$ cat config.mk
export PLATFORM = sky130hd
export DESIGN_NAME = group_serializer
export DESIGN_NICKNAME = d
export VERILOG_FILES = /design/src/rtl/group_serializer.sv
export SDC_FILE = /design/constraint.sdc
export NUM_CORES = 1
export LEC_CHECK = 0
export BUFFER_PORTS_ARGS = -buffer_cell sky130_fd_sc_hd__buf_4
export CAP_MARGIN = 20
export CORE_MARGIN = 1
export CORE_UTILIZATION = 50
export DETAILED_ROUTE_END_ITERATION = 12
export PLACE_DENSITY = 0.78
export SLEW_MARGIN = 0
export SYNTH_ARGS = -nofsm -noshare
export SYNTH_HDL_FRONTEND = slang
export SYNTH_SLANG_ARGS = --single-unit
$ cat constraint.sdc
create_clock -name clk_i -period 2.4 [get_ports clk_i]
set_input_delay 0.24 -clock clk_i [delete_from_list [all_inputs] [get_ports clk_i]]
set_output_delay 0.24 -clock clk_i [all_outputs]
set_load 0.05 [all_outputs]
$ cat src/rtl/group_serializer.sv
// group_serializer
//
// Parallel-to-serial converter. A GROUP_SIZE-bit group is captured on an edge
// with load_i && ready_o. It is then streamed out MSB first, one bit per edge
// with enable_i=1. A new group may be loaded in the last-bit cycle, so groups
// can run back to back without an idle cycle.
//
// Ports
//   clk_i                 clock, rising edge
//   rst_i                 asynchronous reset, active high
//   load_i                request to capture grouped_elements_i (only when ready_o)
//   grouped_elements_i    group to transmit
//   enable_i              downstream consumes the current bit on this edge
//   ready_o               block can accept a group this cycle (combinational on enable_i)
//   element_o             current serial bit, 0 when element_valid_o=0
//   element_valid_o       element_o carries a live bit
//   group_done_o          one-cycle pulse after the last bit of a group is consumed
module group_serializer #(
    parameter int unsigned GROUP_SIZE  = 16,
    parameter int unsigned COUNT_WIDTH = 5
) (
    input  logic                  clk_i,
    input  logic                  rst_i,
    input  logic                  load_i,
    input  logic [GROUP_SIZE-1:0] grouped_elements_i,
    input  logic                  enable_i,
    output logic                  ready_o,
    output logic                  element_o,
    output logic                  element_valid_o,
    output logic                  group_done_o
);

    localparam logic [COUNT_WIDTH-1:0] LastIdx = COUNT_WIDTH'(GROUP_SIZE - 1);

    typedef enum logic [0:0] {StIdle, StSend} state_e;

    state_e                  state_q, state_d;
    logic [GROUP_SIZE-1:0]   shadow_q, shadow_d;
    logic [COUNT_WIDTH-1:0]  bit_idx_q, bit_idx_d;
    logic                    done_q, done_d;

    logic last_bit;
    logic accept;

    // The last bit is being consumed on the coming edge.
    assign last_bit = (state_q == StSend) && (bit_idx_q == LastIdx) && enable_i;
    assign accept   = load_i && ready_o;

    // State register
    always_ff @(posedge clk_i or posedge rst_i) begin
        if (rst_i) begin
            state_q   <= StIdle;
            shadow_q  <= '0;
            bit_idx_q <= '0;
            done_q    <= 1'b0;
        end else begin
            state_q   <= state_d;
            shadow_q  <= shadow_d;
            bit_idx_q <= bit_idx_d;
            done_q    <= done_d;
        end
    end

    // Next-state logic
    always_comb begin
        state_d   = state_q;
        shadow_d  = shadow_q;
        bit_idx_d = bit_idx_q;
        done_d    = last_bit;
        if (accept) begin
            // Covers both the idle load and the back-to-back load on the last bit.
            state_d   = StSend;
            shadow_d  = grouped_elements_i;
            bit_idx_d = '0;
        end else if (last_bit) begin
            // Final shift leaves the shadow cleared; counter parks at 0.
            state_d   = StIdle;
            shadow_d  = shadow_q << 1;
            bit_idx_d = '0;
        end else if ((state_q == StSend) && enable_i) begin
            shadow_d  = shadow_q << 1;
            bit_idx_d = bit_idx_q + COUNT_WIDTH'(1);
        end
    end

    // Outputs
    always_comb begin
        ready_o         = (state_q == StIdle) || last_bit;
        element_valid_o = (state_q == StSend);
        element_o       = (state_q == StSend) && shadow_q[GROUP_SIZE-1];
        group_done_o    = done_q;
    end

endmodule

**After elaboration in Yosys (flattened, before gate mapping)**

Index checks and enable logic that the tools add are counted.

- Add/subtract/negate cells: 1
- $mul: 0
- Div/mod/pow operators: 0
- Order comparisons: 0
- Equal/unequal tests: 1
- Shift operators: 0
- Multiplexer cells: 8
- Bitwise gates (word level): 1
- Reduce and logical (&&, ||, !) cells: 8

Operator list:

| kind | number |
|---|---|
| two-way mux 16 bit | 3 |
| two-way mux 5 bit | 3 |
| adder 5 x 1 -> 5 bit, second input constant | 1 |
| equality test 5 x 4 -> 1 bit, second input constant | 1 |
| logical AND 1 bit | 5 |
| nonzero test 3 bit | 1 |
| two-way mux 1 bit | 2 |
| nonzero test 2 bit | 1 |
| logical OR 1 bit | 1 |
| inverter 1 bit | 1 |

- Register bits: 23
- Latch bits: 0
- Bits in writable memories: 0
- Bits in read-only memories: 0
- Logic and storage cells: 23
- Memories: 0

**Longest topological paths before layout**

- Word-level depth: 6
- Depth in mapped cells: 7
- Gate-level depth less buffers: 6

**Least setup slack after synthesis**

OpenSTA, ideal clock, no wires.

- Path type: reg2reg
- Start point: register bit_idx_q[0]
- End point: register bit_idx_q[3]
- Library setup time: 0.069 ns
- Data arrival time: 1.735 ns
- Slack: 0.596 ns
- Stages on the path, launching flop included: 7
- Clock period less this slack: 1.804 ns
- Path through: dfrtp_1 -> ha_1 -> and3_1 -> ha_1 -> and2b_1 -> or4b_1 -> nand3_1

- Longest elaborated chain between the ends: 6

RTL lines:

| element | line | source |
|---|---|---|
| start, declared | 39 | `logic [COUNT_WIDTH-1:0] bit_idx_q, bit_idx_d;` |
| start signal, assigned | 59 | `bit_idx_q <= bit_idx_d;` |
| branches (longest 6 deep; another with adder 5 x 1 -> 5 bit) | - |  |

Several ways; the timed one is not identified. The select of a mux whose other input is x is not followed.
A chain may end at the register's enable or synchronous reset.

**Worst setup path in the final report**

- Start point: register bit_idx_q[0]
- End point: output port ready_o

- Longest elaborated chain between the ends: 4

RTL lines:

| element | line | source |
|---|---|---|
| equality test 5 x 4 -> 1 bit | 46 | `assign last_bit = (state_q == StSend) && (bit_idx_q == LastIdx) && enable_i;` |
| logical AND 1 bit (2 in a row) | 46 |  |
| logical OR 1 bit | 88 | `ready_o = (state_q == StIdle) \|\| last_bit;` |
| end, declared | 27 | `output logic ready_o,` |

Every way passes these cells.

==> results_dict.tcl <==
set metrics [dict create \
    outcome "finished clean" \
    cts.repair_timing.setup_buffer_count 0 \
    unrepaired_setup_endpoints_after_global_routing "no" \
    setup_viol_count_final 0 \
    die-area_mm2 0.00316 \
    place_area_mm2 0.00163 \
    mappedNetlistArea_mm2 0.00147 \
    synth-adder-area-share 0.0170 \
    timing_worst_setup_path_type "reg -> out" \
    worst_hold_slack_ns 0.0925 \
    wirelength_um 3090 \
    stdcell_count 200 \
    ys_warn_count 0 \
    global_route.overflow_total 0 \
    worst-slew-pin-transition_ns 0.872 \
    grt_max_degree 25 \
    yosys.cell_types.count 30 \
    vdd_ir_drop_max_mv 0.471 \
    synth.yosys.seq_area_share 0.391 \
    via_count 1208 \
    synth_xor_xnor_area_share 0 \
    cts_stage_hold_buffer_count 0 \
    rr_worst_depth 6 \
    cp-start-kind "flip-flop" \
    globalplace.congestion 0.830 \
    totalNegativeSetupSlack_ns 0 \
    placed_cells_incl_taps 196 \
    net-switching-power_uw 569 \
    maxCapViolCount 0 \
    synthToLayoutAreaGrowth_pct 12.4 \
    synth_top_flop_cell "sky130_fd_sc_hd__dfrtp_1" \
    min_period_over_period 0.889 \
    final_period_minus_worst_setup_slack_ns 2.13 \
    final.fill_count 253 \
    clock_sinks 23 \
    ctsHtreeMaxLevel 1 \
    route.antenna.remaining_nets 0 \
    vias_in_the_first_global_route 1182 \
    finalClockSkew_ns 0.00601 \
    post_synth_inst_count 150 \
    synth-compound-area-share 0.159 \
    ios 24 \
    critPathCaptureType "primary output" \
    nNetsFinal 192 \
    switching_share_of_power 0.374 \
    start_util 0.529 \
    reg2reg_from "bit_idx_q[0]$_DFFE_PP0P_" \
    drc_violations_left 0 \
    syn_nets 172 \
    routed_via_density 6.04 \
    share_comb_of_total_power 0.447 \
    io_buffer_count 23 \
    worst_hold_path_type "in -> async" \
    tritoncts.num_buffers 3 \
    fp.coreArea_mm2 0.00278 \
    final_max_slew_viol_count 0 \
    synth_mux_area_frac 0.223 \
    cts_resized 0 \
    syn-mean-instance-area_um2 9.81 \
    sequential_cell_area_um2 576 \
    crit_path_max_fanout 7 \
    critical_path_arrival_ns 1.89 \
    cp_slowest_stage_delay_ns 0.44 \
    clkTransAtPathRegs_ns 0.13 \
    cts.path.max_buffers 2 \
    drive_above_1_share 0.254 \
    global_route.usage.total 0.209 \
    fmax_mhz 469 \
    post_drt_wl_per_cell_um 15.4 \
    r2r_end "shadow_q[15]$_DFFE_PP0P_" \
    async_set_reset_flop_share_out_of_synthesis 1.00 \
    seqPwrFrac 0.432 \
    wire_length_of_the_first_global_routing_pass_um 5220 \
    firstDrtPassIters 4 \
    cts-root-buf "sky130_fd_sc_hd__clkbuf_4" \
    multiInputGateArea_um2 800 \
    timing.slew.headroom 0.418 \
    synth_top_family_by_area "multiplexers" \
    finalInstanceArea_mm2 0.00165 \
    clkLatencyLatePin_ns 0.31 \
    clockPowerShare 0.121 \
    internal_power_uw 953 \
    critical_path_required_ns 2.16 \
    cpMaxStageDelayCell "sky130_fd_sc_hd__dfrtp_1" \
    core_rows 19 \
    antenna_cells_inserted 0 \
    drt_iter0_drc 23 \
    antenna_violations_before_repair 0 \
    synth_enable_flop_cells 0 \
    hold_viol_final 0 \
    synth-simple-area-share 0.145 \
    place_hpwl_um 2060 \
    leakagePower_nw 0.812 \
    fp.dieH_um 56.2 \
    synth-seq-cells 23 \
    cts_tree "done" \
    worstPathCellList "ha_1 -> and3_1 -> ha_1 -> nand2_1 -> nand2_1 -> buf_4" \
    power.density_cell_area_mw_per_mm2 920 \
    die_width_um 56.2 \
    r2r_slack_ns 0.39 \
]
-- flip-flops by register name, indices dropped and copies added, names as in the netlist --
signal           flops
element_valid_o      1
shadow_q            16
bit_idx_q            5
group_done_o         1
-- cell usage in the layout (no fill, tap or decap), types with 2 or more instances in the layout --
master                     synthesis  routed
sky130_fd_sc_hd__clkbuf_4          0       3
sky130_fd_sc_hd__mux2_2           14      14
sky130_fd_sc_hd__inv_1             7       7
sky130_fd_sc_hd__ha_1              2       2
sky130_fd_sc_hd__mux2i_1          17      17
sky130_fd_sc_hd__nor2_1            4       4
sky130_fd_sc_hd__dfrtp_1          23      23
sky130_fd_sc_hd__buf_4             1      25
sky130_fd_sc_hd__nand3_1           2       2
sky130_fd_sc_hd__o22ai_1          15      15
sky130_fd_sc_hd__nand2_1           8       8
sky130_fd_sc_hd__nand2b_1         16      16
sky130_fd_sc_hd__o21ai_0           3       3
sky130_fd_sc_hd__a21oi_1          15      15
-- worst max-delay path: cells and delay by family (launching register included) --
family | cells | cell delay [ns]
flops | 1 | 0.44
fa+ha+maj | 2 | 0.50
simple gates | 3 | 0.42
buf+inv | 1 | 0.22
-- through the flow --
step	worst slack [ns]	power (mW)	utilization
3_3_place_gp	0.487	1.30	0.585
3_5_place_dp	0.408	1.35	0.585
5_1_grt	0.105	1.64	0.595
2_1_floorplan	0.596	1.19	-
6_report	0.266	1.52	0.595
4_1_cts	0.254	1.53	0.595
-- cell usage after synthesis (2+ instances only) --
cell type | instances | area share
sky130_fd_sc_hd__dfrtp_1 | 23 | 0.39
sky130_fd_sc_hd__mux2i_1 | 17 | 0.12
sky130_fd_sc_hd__nand2b_1 | 16 | 0.068
sky130_fd_sc_hd__a21oi_1 | 15 | 0.051
sky130_fd_sc_hd__o22ai_1 | 15 | 0.064
sky130_fd_sc_hd__mux2_2 | 14 | 0.11
sky130_fd_sc_hd__nand2_1 | 8 | 0.020
sky130_fd_sc_hd__inv_1 | 7 | 0.018
sky130_fd_sc_hd__buf_2 | 5 | 0.017
sky130_fd_sc_hd__nor2_1 | 4 | 0.010
sky130_fd_sc_hd__buf_6 | 3 | 0.023
sky130_fd_sc_hd__o21ai_0 | 3 | 0.010
sky130_fd_sc_hd__ha_1 | 2 | 0.017
sky130_fd_sc_hd__nand3_1 | 2 | 0.0068
-- worst max-delay path by stage --
| stage | startpoint | to | depth (start not counted) | slack [ns] |
|---|---|---|---|---|
| finish | bit_idx_q[0]$_DFFE_PP0P_ | ready_o | 6 | 0.27 |
| global route | bit_idx_q[0]$_DFFE_PP0P_ | ready_o | 6 | 0.11 |
| detailed placement | bit_idx_q[0]$_DFFE_PP0P_ | shadow_q[15]$_DFFE_PP0P_ | 6 | 0.41 |
| CTS | bit_idx_q[0]$_DFFE_PP0P_ | ready_o | 6 | 0.25 |
| global placement | bit_idx_q[0]$_DFFE_PP0P_ | shadow_q[15]$_DFFE_PP0P_ | 6 | 0.49 |
| floorplan | bit_idx_q[0]$_DFFE_PP0P_ | bit_idx_q[3]$_DFFE_PP0P_ | 6 | 0.60 |
-- cells by family after synthesis --
group / count (synthesis)
fa+ha+maj: 2
flops: 23
mux: 31
buf+inv: 17
compound gates: 39
simple gates: 38
-- layout make-up --
cell class,count,share of cell area
sequential,23,0.348
multi-input combinational,110,0.483
clock buffer,4,0.0159
tap,31,0.0234
timing repair buffer,25,0.113
inverter,7,0.0159
-- layer usage --
layer	global-route usage	share of wire	vias up
li1	-	-	582
met1	0.285	0.46	590
met2	0.342	0.48	30
met3	0.0233	0.037	6
met4	0.0767	0.015	0
met5	0	0	-
-- power by group through the flow --
stage                     Clock (mW)  Combinational [mW]  Sequential [mW]
after floorplan                    0               0.547            0.641
after global placement             0               0.648            0.653
after detailed placement           0               0.681            0.664
after CTS                      0.193               0.683            0.655
after global routing           0.202               0.752            0.685
final                          0.184               0.681            0.657
(Power assumes the default switching activity.)
